File: src/rtl/stopwatch_button_conditioner.sv
`timescale 1ns/1ps
// Button front-end for the stopwatch: two-flop synchronisers, per-button debounce FSMs,
// a one-cycle active-low start_stop pulse per press and an active-low hold request.
//
// state      | meaning
// RELEASED   | debounced level 0, waiting for a pressed sample
// PRESS_PEND | counting consecutive pressed samples
// PRESSED    | debounced level 1, waiting for a released sample
// REL_PEND   | counting consecutive released samples
module stopwatch_button_conditioner #(
    parameter int unsigned DEBOUNCE_TICKS = 3,
    parameter int unsigned HOLD_TOGGLE    = 0
) (
    input  logic CLK_100Hz,
    input  logic reset_n,
    input  logic btn_start_stop_n,
    input  logic btn_hold_n,
    output logic start_stop,
    output logic hold,
    output logic start_stop_db,
    output logic hold_db
);
    typedef enum logic [1:0] {RELEASED, PRESS_PEND, PRESSED, REL_PEND} state_t;

    localparam logic [3:0] TICKS = 4'(DEBOUNCE_TICKS);

    // Channel index 0 is start/stop, index 1 is hold.
    logic [1:0] r_sync1;
    logic [1:0] r_sync2;
    state_t     r_state     [2];
    state_t     w_state_nxt [2];
    logic [3:0] r_cnt       [2];
    logic [3:0] w_cnt_nxt   [2];
    logic [3:0] w_cnt_inc   [2];
    logic [1:0] w_level_nxt;
    logic [1:0] w_press;
    logic       r_start_stop;
    logic       r_hold;
    logic       r_start_stop_db;
    logic       r_hold_db;
    logic       r_toggle;

    always_ff @(posedge CLK_100Hz or negedge reset_n) begin
        if (!reset_n) begin
            r_sync1 <= 2'b11;
            r_sync2 <= 2'b11;
        end else begin
            r_sync1 <= {btn_hold_n, btn_start_stop_n};
            r_sync2 <= r_sync1;
        end
    end

    always_ff @(posedge CLK_100Hz or negedge reset_n) begin
        if (!reset_n) begin
            for (int i = 0; i < 2; i++) begin
                r_state[i] <= RELEASED;
                r_cnt[i]   <= 4'd0;
            end
        end else begin
            for (int i = 0; i < 2; i++) begin
                r_state[i] <= w_state_nxt[i];
                r_cnt[i]   <= w_cnt_nxt[i];
            end
        end
    end

    always_comb begin
        w_state_nxt = r_state;
        w_cnt_nxt   = r_cnt;
        w_press     = 2'b00;
        w_level_nxt = 2'b00;
        for (int i = 0; i < 2; i++) begin
            w_cnt_inc[i] = (r_cnt[i] == 4'hF) ? r_cnt[i] : r_cnt[i] + 4'd1;
        end
        for (int i = 0; i < 2; i++) begin
            case (r_state[i])
                RELEASED: begin
                    if (!r_sync2[i]) begin
                        w_cnt_nxt[i] = 4'd1;
                        if (TICKS <= 4'd1) begin
                            w_state_nxt[i] = PRESSED;
                            w_press[i]     = 1'b1;
                        end else begin
                            w_state_nxt[i] = PRESS_PEND;
                        end
                    end
                end
                PRESS_PEND: begin
                    if (r_sync2[i]) begin
                        w_state_nxt[i] = RELEASED;
                        w_cnt_nxt[i]   = 4'd0;
                    end else begin
                        w_cnt_nxt[i] = w_cnt_inc[i];
                        if (w_cnt_inc[i] >= TICKS) begin
                            w_state_nxt[i] = PRESSED;
                            w_press[i]     = 1'b1;
                        end
                    end
                end
                PRESSED: begin
                    if (r_sync2[i]) begin
                        w_cnt_nxt[i] = 4'd1;
                        if (TICKS <= 4'd1) begin
                            w_state_nxt[i] = RELEASED;
                        end else begin
                            w_state_nxt[i] = REL_PEND;
                        end
                    end
                end
                REL_PEND: begin
                    // A pressed sample here is release bounce: no new press event.
                    if (!r_sync2[i]) begin
                        w_state_nxt[i] = PRESSED;
                        w_cnt_nxt[i]   = 4'd0;
                    end else begin
                        w_cnt_nxt[i] = w_cnt_inc[i];
                        if (w_cnt_inc[i] >= TICKS) begin
                            w_state_nxt[i] = RELEASED;
                            w_cnt_nxt[i]   = 4'd0;
                        end
                    end
                end
                default: begin
                    w_state_nxt[i] = RELEASED;
                    w_cnt_nxt[i]   = 4'd0;
                end
            endcase
            w_level_nxt[i] = (w_state_nxt[i] == PRESSED) || (w_state_nxt[i] == REL_PEND);
        end
    end

    always_ff @(posedge CLK_100Hz or negedge reset_n) begin
        if (!reset_n) begin
            r_start_stop    <= 1'b1;
            r_hold          <= 1'b1;
            r_start_stop_db <= 1'b0;
            r_hold_db       <= 1'b0;
            r_toggle        <= 1'b0;
        end else begin
            r_start_stop    <= ~w_press[0];
            r_start_stop_db <= w_level_nxt[0];
            r_hold_db       <= w_level_nxt[1];
            if (w_press[1]) begin
                r_toggle <= ~r_toggle;
            end
            r_hold <= (HOLD_TOGGLE != 0) ? ~(r_toggle ^ w_press[1]) : ~w_level_nxt[1];
        end
    end

    assign start_stop    = r_start_stop;
    assign hold          = r_hold;
    assign start_stop_db = r_start_stop_db;
    assign hold_db       = r_hold_db;

endmodule

File: config.mk
export PLATFORM = sky130hd
export DESIGN_NAME = stopwatch_button_conditioner
export DESIGN_NICKNAME = d
export VERILOG_FILES = /design/src/rtl/stopwatch_button_conditioner.sv
export SDC_FILE = /design/constraint.sdc
export NUM_CORES = 1
export LEC_CHECK = 0
export CELL_PAD_IN_SITES_DETAIL_PLACEMENT = 1
export CELL_PAD_IN_SITES_GLOBAL_PLACEMENT = 1
export CORE_MARGIN = 2
export CORE_UTILIZATION = 35
export CTS_BUF_LIST = sky130_fd_sc_hd__clkbuf_8
export DETAILED_ROUTE_END_ITERATION = 6
export PLACE_DENSITY_LB_ADDON = 0.1
export SLEW_MARGIN = 20
export SYNTH_ARGS = -nofsm -noshare
export SYNTH_HDL_FRONTEND = slang
export SYNTH_SLANG_ARGS = --single-unit
File: constraint.sdc
create_clock -name CLK_100Hz -period 3.95 [get_ports CLK_100Hz]
set_input_delay 0.79 -clock CLK_100Hz [delete_from_list [all_inputs] [get_ports CLK_100Hz]]
set_output_delay 0.79 -clock CLK_100Hz [all_outputs]
set_load 0.02 [all_outputs]
Word-level counts from Yosys, hierarchy flattened
Index checks and enable logic that the tools add are counted.
{"block": "classes", "n_addsub": 2, "mul": 0, "n_div": 0, "n_lt_le_gt_ge": 2, "n_eq_ne": 16, "n_shift": 0, "n_mux": 31, "n_bitwise": 2, "reduce_logical": 6}
{"cell": "$mux 4", "n": 12}
{"cell": "$pmux 4 s4", "n": 2}
{"cell": "$mux 2", "n": 12}
{"cell": "$eq 2x2->1 const B", "n": 8}
{"cell": "$pmux 2 s4", "n": 2}
{"cell": "$add 4x1->4 const B", "n": 2}
{"cell": "$eq 4x4->1 const B", "n": 2}
{"cell": "$ge 4x2->1 const B", "n": 2}
{"cell": "$ne 2x2->1 const B", "n": 4}
{"cell": "$eq 2x1->1 const B", "n": 2}
{"cell": "$logic_not 2->1", "n": 2}
{"cell": "$reduce_and 2->1", "n": 2}
{"cell": "$mux 1", "n": 3}
{"cell": "$logic_or 1x1->1", "n": 2}
{"cell": "$not 1->1", "n": 2}
{"block": "totals", "register_bits": 20, "latchBits": 0, "ramBits": 0, "rom_bits": 0, "memories": 0}

Longest topological paths before layout
Gate-level depths: netlist (run 1).
{"block": "depth", "ltp_word": 9, "mapped_depth": 5}

Least setup slack after synthesis (run 1)
No wires, ideal clock.
{"block": "synth_path", "path_type": "register to register", "start": "reg r_cnt[0] in the netlist's numbering", "end": "reg r_state[1] in the netlist's numbering", "setup_time_ps": 118, "arrival_time_ps": 1486, "required_ps": 3832, "setup_slack_ps": 2346, "stages_incl_launch_ff": 6, "n_path_buf": 0, "path_cell_list": "dfrtp_1 ha_1 a21bo_1 a2111oi_4 nor3_1 a21o_1"}
{"block": "synth_between", "elab_chain_cells": 6, "elab_cells_between_ends": 9, "classes_between": "add/sub: 1; order compare: 1; eq/ne: 1; mux: 6"}
{"item": "from (decl)", "line_no": "32", "rtl": "logic [3:0] r_cnt [2];"}
{"item": "from (signal, indexed assignment)", "line_no": "62", "rtl": "r_cnt[i] <= w_cnt_nxt[i];"}
{"item": "$add 4x1->4 or $eq 4x4->1 (tied branches)", "line_no": "73", "rtl": "w_cnt_inc[i] = (r_cnt[i] == 4'hF) ? r_cnt[i] : r_cnt[i] + 4'd1;"}
{"item": "$mux 4 *", "line_no": "73"}
{"item": "$ge 4x2->1 *", "line_no": "94, 117"}
{"item": "$mux 2 (on tied branches)", "line_no": "117, 94"}
{"item": "$mux 2 (on tied branches)", "line_no": "112, 89"}
{"item": "$pmux 2 s4 *", "line_no": "76", "rtl": "case (r_state[i])"}
{"item": "to (signal, indexed assignment)", "line_no": "61", "rtl": "r_state[i] <= w_state_nxt[i];"}
{"item": "to (decl)", "line_no": "30", "rtl": "state_t r_state [2];"}
Mark *: on every way between the ends. The rest lies on a longest branch, timed or not.
A chain may end at the register's enable or synchronous reset.

==> metrics.md, run 1 <==
| Metric | Value |
|---|---|
| Via-per-instance ratio | `5.36` |
| Number of routed nets with antenna violations | `0` |
| Gate count after technology mapping | `97` |
| CTS HTree Levels | `1` |
| Height of the die | `56.9 µm` |
| DR DRC count | `0` |
| Clock buffers created by TritonCTS | `3` |
| Average routed wire per standard cell | `14.4 µm` |
| Clock insertion delay at the later pin of the skew report | `approximately 0.26 ns` |
| Drt initial violations | `20` |
| Synthesized area | `980 µm²` |
| Number of buffers added on ports | `7` |
| Max-slew headroom at the worst pin | `between 40% and 50%` |
| Class of the tightest hold or removal check | `reg2reg` |
| Length in cells of the worst reg-to-reg path | `5` |
| Number of nets in the layout | `between 100 and 150` |
| Count of cells resized by post-cts repair | `0` |
| CTS Root Buffer Type | `sky130_fd_sc_hd__clkbuf_8` |
| Worst-path cell with the longest stage delay | `sky130_fd_sc_hd__clkdlybuf4s50_1` |
| CTS tree | `built` |
| Global Route met2 Usage | `21.5%` |
| Global-route wire length before repair | `~3600 µm` |
| Layout Area Growth over Synthesis | `15.5%` |
| Pin count of the biggest net entering global routing | `19` |
| Inserted Diodes | `0` |
| Top-level I/O count | `8` |
| Final global-route overflow total | `0` |
| Chain of cells forming the critical path | `clkdlybuf4s50_1` |
| Cell leakage power | `0.468 nW` |
| Core Rows | `19` |
| Initial Util | `around 36%` |
| CTS max path bufs | `2` |
| Number of synthesis warnings | `0` |
| Area of all placed cells without fillers | `between 1000 and 1500 µm²` |
| Setup tns final | `0 ns` |
| Grt met3 use | `between 4 and 5%` |
| Startpoint types | `flop` |
| Category of the critical setup timing path | `reg2out` |
| Minimum clock period after layout | `around 2.2 ns` |
| Clock transition at the registers of the reported paths | `about 0.06 ns` |
| Num Clock Sinks | `18` |
| Clock tree skew after final layout | `0.00350 ns` |
| Number of search-and-repair iterations in the first detailed-routing pass | `3` |
| Crit-path max FO | `10` |
| Fin crit share | `56.2%` |
| R2r setup slk | `roughly 2.1 ns` |
| Mean Syn Cell Area | `around 10 µm²` |
| Total half-perimeter wirelength after legalization and detailed placement | `approximately 1500 µm` |
| Floorplan Core Area | `around 2700 µm²` |
| Worst EP required | `between 3 and 4 ns` |
| Cell type group with the largest total delay on the critical path | `buffers and inverters` |
| Number of post-CTS setup repair buffers | `0` |
| Net count of the mapped netlist | `about 100` |
| Origin of the worst setup path | `r_state[1]` |
| Met1 Track Usage GR | `20.0%` |
| Max capacitance violation total | `0` |
| Slowest cell delay on critical path | `0.67 ns` |
| Worst flop-to-flop path endpoint | `r_cnt[1]` |
| Run status | `complete, no violations` |
| Arr. time, crit path | `~1.4 ns` |
| Cell Area, Placed | `roughly 1100 µm²` |
| Post-CTS Hold Buffers | `0` |
| Horizontal die dimension | `roughly 57 µm` |
| Buffers plus inverters on the worst setup path | `1` |
| Via count of the first global-routing pass | `approximately 770` |
| End point of the critical path | `hold_db` |
| Ratio of total power to cell area | `about 770 nW/µm²` |
| Final count of negative-setup-slack endpoints | `0` |
| Die area | `roughly 3200 µm²` |
| Combined global-route utilization of all metal layers | `14.2%` |
| Antenna violations before repair | `0` |
| Startpoint of the worst register-to-register path | `r_cnt[0]` |
| Fmax | `~450 MHz` |
| Sequential fraction of the synthesis area | `a little under half` |
| Distinct cells, synth | `40` |
| Total number of vias | `729` |
| Measured slew at the worst slew-check pin | `0.763 ns` |
| Share of layout cells above drive strength 1 | `roughly an eighth` |
| Final GP Congestion | `between 0.7 and 0.8` |
| Drt total wl | `1950 µm` |
| Register bit count reported by yosys | `18` |
| Final count of pins violating max slew | `0` |
| Worst path depth | `1` |
| Global routing's busiest layer | `met2` |
| Worst vdd rail ir drop | `0.368 mV` |
| Kind of end point of the critical path | `primary output` |
| Setup repair after global routing missed its margin | `no` |
| Hold violation total from the final report | `0` |
[flip-flops by register name (all words and copies together) (netlist names)]
name and flops:
r_sync1 2, r_state 3, start_stop_db 1, r_sync2 2, start_stop 1, r_cnt 8
hold 1
[Yosys cell counts, drive strengths merged]
library cell   n  share of area, %
dfrtp         12                31
inv            7               2.7
a21oi          6               3.1
dfstp          6                16
nand2          5               1.9
nand3          5               2.6
o21ai          5               2.6
nand2b         4               2.6
nor2           4               1.5
nor2b          4               2.6
o31ai          3               2.3
clkbuf         2              0.77
ha             2               2.6
mux2i          2               2.0
o311ai         2               1.8
or2b           2               1.5
xnor2          2               1.8
xor2           2               1.8
a2111oi        1               2.8
a211oi         1              0.77
a21bo          1               1.0
a21boi         1              0.77
a21o           1              0.77
a2bb2oi        1              0.89
a311oi         1              0.89
a31oi          1              0.64
a32o           1               1.0
a41oi          1              0.89
and2           1              0.64
and3           1              0.64
buf            1              0.51
mux2           1               1.1
nand3b         1              0.77
nand4          1              0.64
nor3           1              0.51
nor4           1              0.64
o2111ai        1              0.89
o21a           1              0.77
o21ba          1               1.0
or2            1              0.64
[cell families (layout without fill, tap and decap cells)]
logic type                 Yosys count  after routing  share of synthesized area, %
DFF                                 18             18                          46.7
AOI/OAI and AO/OA                   29             29                          22.9
adders and majority gates            2              2                          2.55
and+or+nand+nor                     31             31                          17.1
buffers and inverters               10             18                          3.96
xor gates and xnor gates             4              4                          3.58
muxes                                3              3                          3.19
[layout by cell type, fill, tap and decap left out, types with 3 or more instances in the layout]
| cell | Yosys | layout |
|---|---|---|
| sky130_fd_sc_hd__o31ai_1 | 3 | 3 |
| sky130_fd_sc_hd__nor2_1 | 4 | 4 |
| sky130_fd_sc_hd__nand2b_1 | 4 | 4 |
| sky130_fd_sc_hd__inv_1 | 7 | 7 |
| sky130_fd_sc_hd__o21ai_0 | 5 | 5 |
| sky130_fd_sc_hd__clkdlybuf4s50_1 | 0 | 7 |
| sky130_fd_sc_hd__clkbuf_8 | 0 | 4 |
| sky130_fd_sc_hd__nand3_1 | 5 | 5 |
| sky130_fd_sc_hd__nand2_1 | 5 | 5 |
| sky130_fd_sc_hd__dfrtp_1 | 12 | 12 |
| sky130_fd_sc_hd__dfstp_2 | 6 | 6 |
| sky130_fd_sc_hd__a21oi_1 | 6 | 6 |
| sky130_fd_sc_hd__nor2b_1 | 4 | 4 |
[worst min path at each step]
stage | start | to | slack (ns) | cells after the start
6_report | r_sync1[0] | r_sync2[0] | 0.36 | 0
3_3_place_gp | r_sync1[0] | r_sync2[0] | 0.35 | 0
2_1_floorplan | r_sync1[0] | r_sync2[0] | 0.35 | 0
4_1_cts | r_sync1[0] | r_sync2[0] | 0.36 | 0
5_1_grt | r_sync1[0] | r_sync2[0] | 0.37 | 0
3_5_place_dp | r_sync1[1] | r_sync2[1] | 0.35 | 0
[report_power, final]
| part | switching, mW | total, mW | internal (mW) | leakage (nW) |
|---|---|---|---|---|
| combinational | 0.198 | 0.389 | 0.191 | 0.223 |
| sequential | 0.0828 | 0.327 | 0.245 | 0.217 |
| clock | 0.0603 | 0.149 | 0.0886 | 0.0288 |
[through the flow]
step / total power [mW] / utilization (%) / setup WS (ns) / std cells / hold WS [ns]
floorplan: 0.610 / - / 2.35 / 97 / 0.345
global placement: 0.711 / 39.7 / 2.04 / 132 / 0.346
detailed placement: 0.726 / 39.7 / 2.00 / 132 / 0.349
CTS: 0.881 / 41.7 / 1.71 / 136 / 0.359
global route: 0.948 / 41.7 / 1.66 / 136 / 0.368
finish: 0.866 / 41.7 / 1.73 / 136 / 0.359
[area by class of cell]
cell class / count / area (µm²)
Tap cell: 31 / 38.8
Clock buffer: 4 / 55.1
Timing Repair Buffer: 7 / 70.1
Inverter: 7 / 26.3
Sequential cell: 18 / 458
Multi-Input combinational cell: 69 / 483
Fill cell: 317 / 1580
[per-layer routing]
metal / up-vias / share of wire, % / wire length, µm
met1: 352 / 50 / 979
met5: - / 0 / 0
met2: 10 / 46 / 889
li1: 365 / - / -
met4: 0 / 0.72 / 14
met3: 2 / 3.6 / 70
Note: power is estimated with default switching activity, not from simulation.
==> run 2, diff against run 1 <==
==> constraint.sdc (replaced) <==
create_clock -name CLK_100Hz -period 2.2 [get_ports CLK_100Hz]
set_input_delay 0.44 -clock CLK_100Hz [delete_from_list [all_inputs] [get_ports CLK_100Hz]]
set_output_delay 0.44 -clock CLK_100Hz [all_outputs]
set_load 0.02 [all_outputs]
==> metrics.md, run 2 (synthesized netlist as in run 1, its figures left out) <==
| Metric | Value |
|---|---|
| Average routed wire per standard cell | `14.6 µm (+1.5%)` |
| Arr. time, crit path | `1.44 ns (about the same)` |
| DR DRC count | `0 (unchanged)` |
| Buffers plus inverters on the worst setup path | `1 (unchanged)` |
| Measured slew at the worst slew-check pin | `0.409 ns (-0.354 ns)` |
| Crit-path max FO | `10 (unchanged)` |
| Clock tree skew after final layout | `0.00500 ns (+0.00150 ns)` |
| Slowest cell delay on critical path | `0.67 ns (about the same)` |
| Class of the tightest hold or removal check | `reg2reg` |
| CTS Root Buffer Type | `sky130_fd_sc_hd__clkbuf_8` |
| Category of the critical setup timing path | `reg2out` |
| Max reg flops | `8 (unchanged)` |
| Startpoint types | `flop` |
| Number of buffers added on ports | `7 (unchanged)` |
| Number of nets in the layout | `113 (+0.89%)` |
| Drt total wl | `2000 µm (+2.2%)` |
| Sequential cell area | `458 µm² (unchanged)` |
| Die area | `3240 µm² (unchanged)` |
| Most frequent standard cell in the layout excluding fill and tap cells | `sky130_fd_sc_hd__dfrtp_1` |
| Pin count of the biggest net entering global routing | `19 (unchanged)` |
| Total number of vias | `735 (+0.82%)` |
| Floorplan Core Area | `2710 µm² (unchanged)` |
| Via-per-instance ratio | `5.36 (about the same)` |
| CTS max path bufs | `2 (unchanged)` |
| Minimum clock period after layout | `1.88 ns` |
| Combined global-route utilization of all metal layers | `14.1% (-0.14 points)` |
| Post-CTS Hold Buffers | `0 (unchanged)` |
| Top-level I/O count | `8 (unchanged)` |
| Final GP Congestion | `0.741 (-3.4%)` |
| Inserted Diodes | `0 (unchanged)` |
| CTS tree | `built` |
| Setup repair after global routing missed its margin | `no` |
| Core Rows | `19 (unchanged)` |
| CTS HTree Levels | `1 (unchanged)` |
| Via count of the first global-routing pass | `819 (+7.1%)` |
| Drt initial violations | `5 (-75%)` |
| Num Clock Sinks | `18 (unchanged)` |
| Clock insertion delay at the later pin of the skew report | `0.25 ns (about the same)` |
| Combined area of the multi-input logic cells | `483 µm² (unchanged)` |
| Fillers | `326 (+2.8%)` |
| Max capacitance violation total | `0 (unchanged)` |
| Regs by FF count | `r_cnt x8, r_state x3` |
| Worst EP required | `1.76 ns (-1.40 ns)` |
| Global-route wire length before repair | `3570 µm (-1.1%)` |
| Clock transition at the registers of the reported paths | `0.07 ns (about the same)` |
| Worst-path cell with the longest stage delay | `sky130_fd_sc_hd__clkdlybuf4s50_1` |
| Final count of negative-setup-slack endpoints | `0 (unchanged)` |
| Area of all placed cells without fillers | `1140 µm² (+0.66%)` |
| Initial Util | `36.1% (unchanged)` |
| Horizontal die dimension | `56.9 µm (unchanged)` |
| Run status | `complete, no violations` |
| Count of cells resized by post-cts repair | `0 (unchanged)` |
| Number of search-and-repair iterations in the first detailed-routing pass | `2 (-1)` |
| Final count of pins violating max slew | `0 (unchanged)` |
| Height of the die | `56.9 µm (unchanged)` |
| Worst vdd rail ir drop | `0.706 mV (+92%)` |
| Cell leakage power | `0.473 nW (+1.0%)` |
| Top register by number of flip-flops | `r_cnt` |
| Fin crit share | `85.4%` |
| Clock buffers created by TritonCTS | `3 (unchanged)` |
| Antenna violations before repair | `0 (unchanged)` |
| Cell Area, Placed | `1080 µm² (+0.70%)` |
| Fmax | `532 MHz` |
| Number of routed nets with antenna violations | `0 (unchanged)` |
| Cell type group with the largest total delay on the critical path | `buffers and inverters` |
| Kind of end point of the critical path | `primary output` |
| Total half-perimeter wirelength after legalization and detailed placement | `1500 µm (+3.3%)` |
| Max-slew headroom at the worst pin | `72.7% (+24 points)` |
| Setup tns final | `0 ns (unchanged)` |
| Share of layout cells above drive strength 1 | `14.2% (+0.82 points)` |
| Highest-count cells in the layout ignoring fill and taps | `12 x sky130_fd_sc_hd__dfrtp_1, 7 x sky130_fd_sc_hd__inv_1, 7 x sky130_fd_sc_hd__clkdlybuf4s50_1` |
| Chain of cells forming the critical path | `clkdlybuf4s50_1` |
| Number of post-CTS setup repair buffers | `0 (unchanged)` |
| Ratio of total power to cell area | `1360 nW/µm² (+78%)` |
| Layout Area Growth over Synthesis | `16.2%` |
| Final global-route overflow total | `0 (unchanged)` |
| Hold violation total from the final report | `0 (unchanged)` |
[run 2: cell type report]
type | count | share of cell area (%)
Clock buffer | 4 | 4.84
Inverter | 7 | 2.31
Timing Repair Buffer | 8 | 6.81
Multi-Input combinational cell | 69 | 42.4
Tap cell | 31 | 3.41
Sequential cell | 18 | 40.2
[run 2: per-layer routing]
| metal | track usage, % | share of wire [%] | wire length, µm | up-vias |
|---|---|---|---|---|
| met3 | 3.92 | 2.5 | 49 | 2 |
| met5 | 0 | 0 | 0 | - |
| met4 | 3.99 | 0.65 | 13 | 0 |
| met1 | 16.5 | 46 | 914 | 358 |
| met2 | 25.0 | 51 | 1020 | 7 |
| li1 | - | - | - | 368 |
[run 2: path summary, 6_finish.rpt]
path	slack (ns)	endpoint	cells past startpoint	from
min in group asynchronous	0.52	r_cnt[0]	2	reset_n
max in group asynchronous	1.42	start_stop	2	reset_n
setup reg to reg	0.41	r_cnt[1]	5	r_cnt[1]
hold / removal	0.36	r_sync2[0]	0	r_sync1[0]
setup / recovery	0.32	hold_db	1	r_state[1]
hold reg to reg	0.36	r_sync2[0]	0	r_sync1[0]
[run 2: power breakdown]
group	leakage (nW)	internal, mW	switching, mW
registers	0.217	0.439	0.152
logic	0.228	0.345	0.348
clock network	0.0288	0.159	0.107
total	0.473	0.942	0.607
[run 2: through the flow]
stage / std cells / total power [mW] / hold slack (ns) / utilization (%) / setup WS [ns]
4_1_cts: 137 / 1.57 / 0.358 / 42.0 / 0.308
3_3_place_gp: 133 / 1.28 / 0.346 / 40.0 / 0.440
2_1_floorplan: 97 / 1.10 / 0.144 / - / 0.596
6_report: 137 / 1.55 / 0.357 / 42.0 / 0.321
5_1_grt: 137 / 1.68 / 0.364 / 42.0 / 0.220
3_5_place_dp: 133 / 1.30 / 0.347 / 40.0 / 0.401
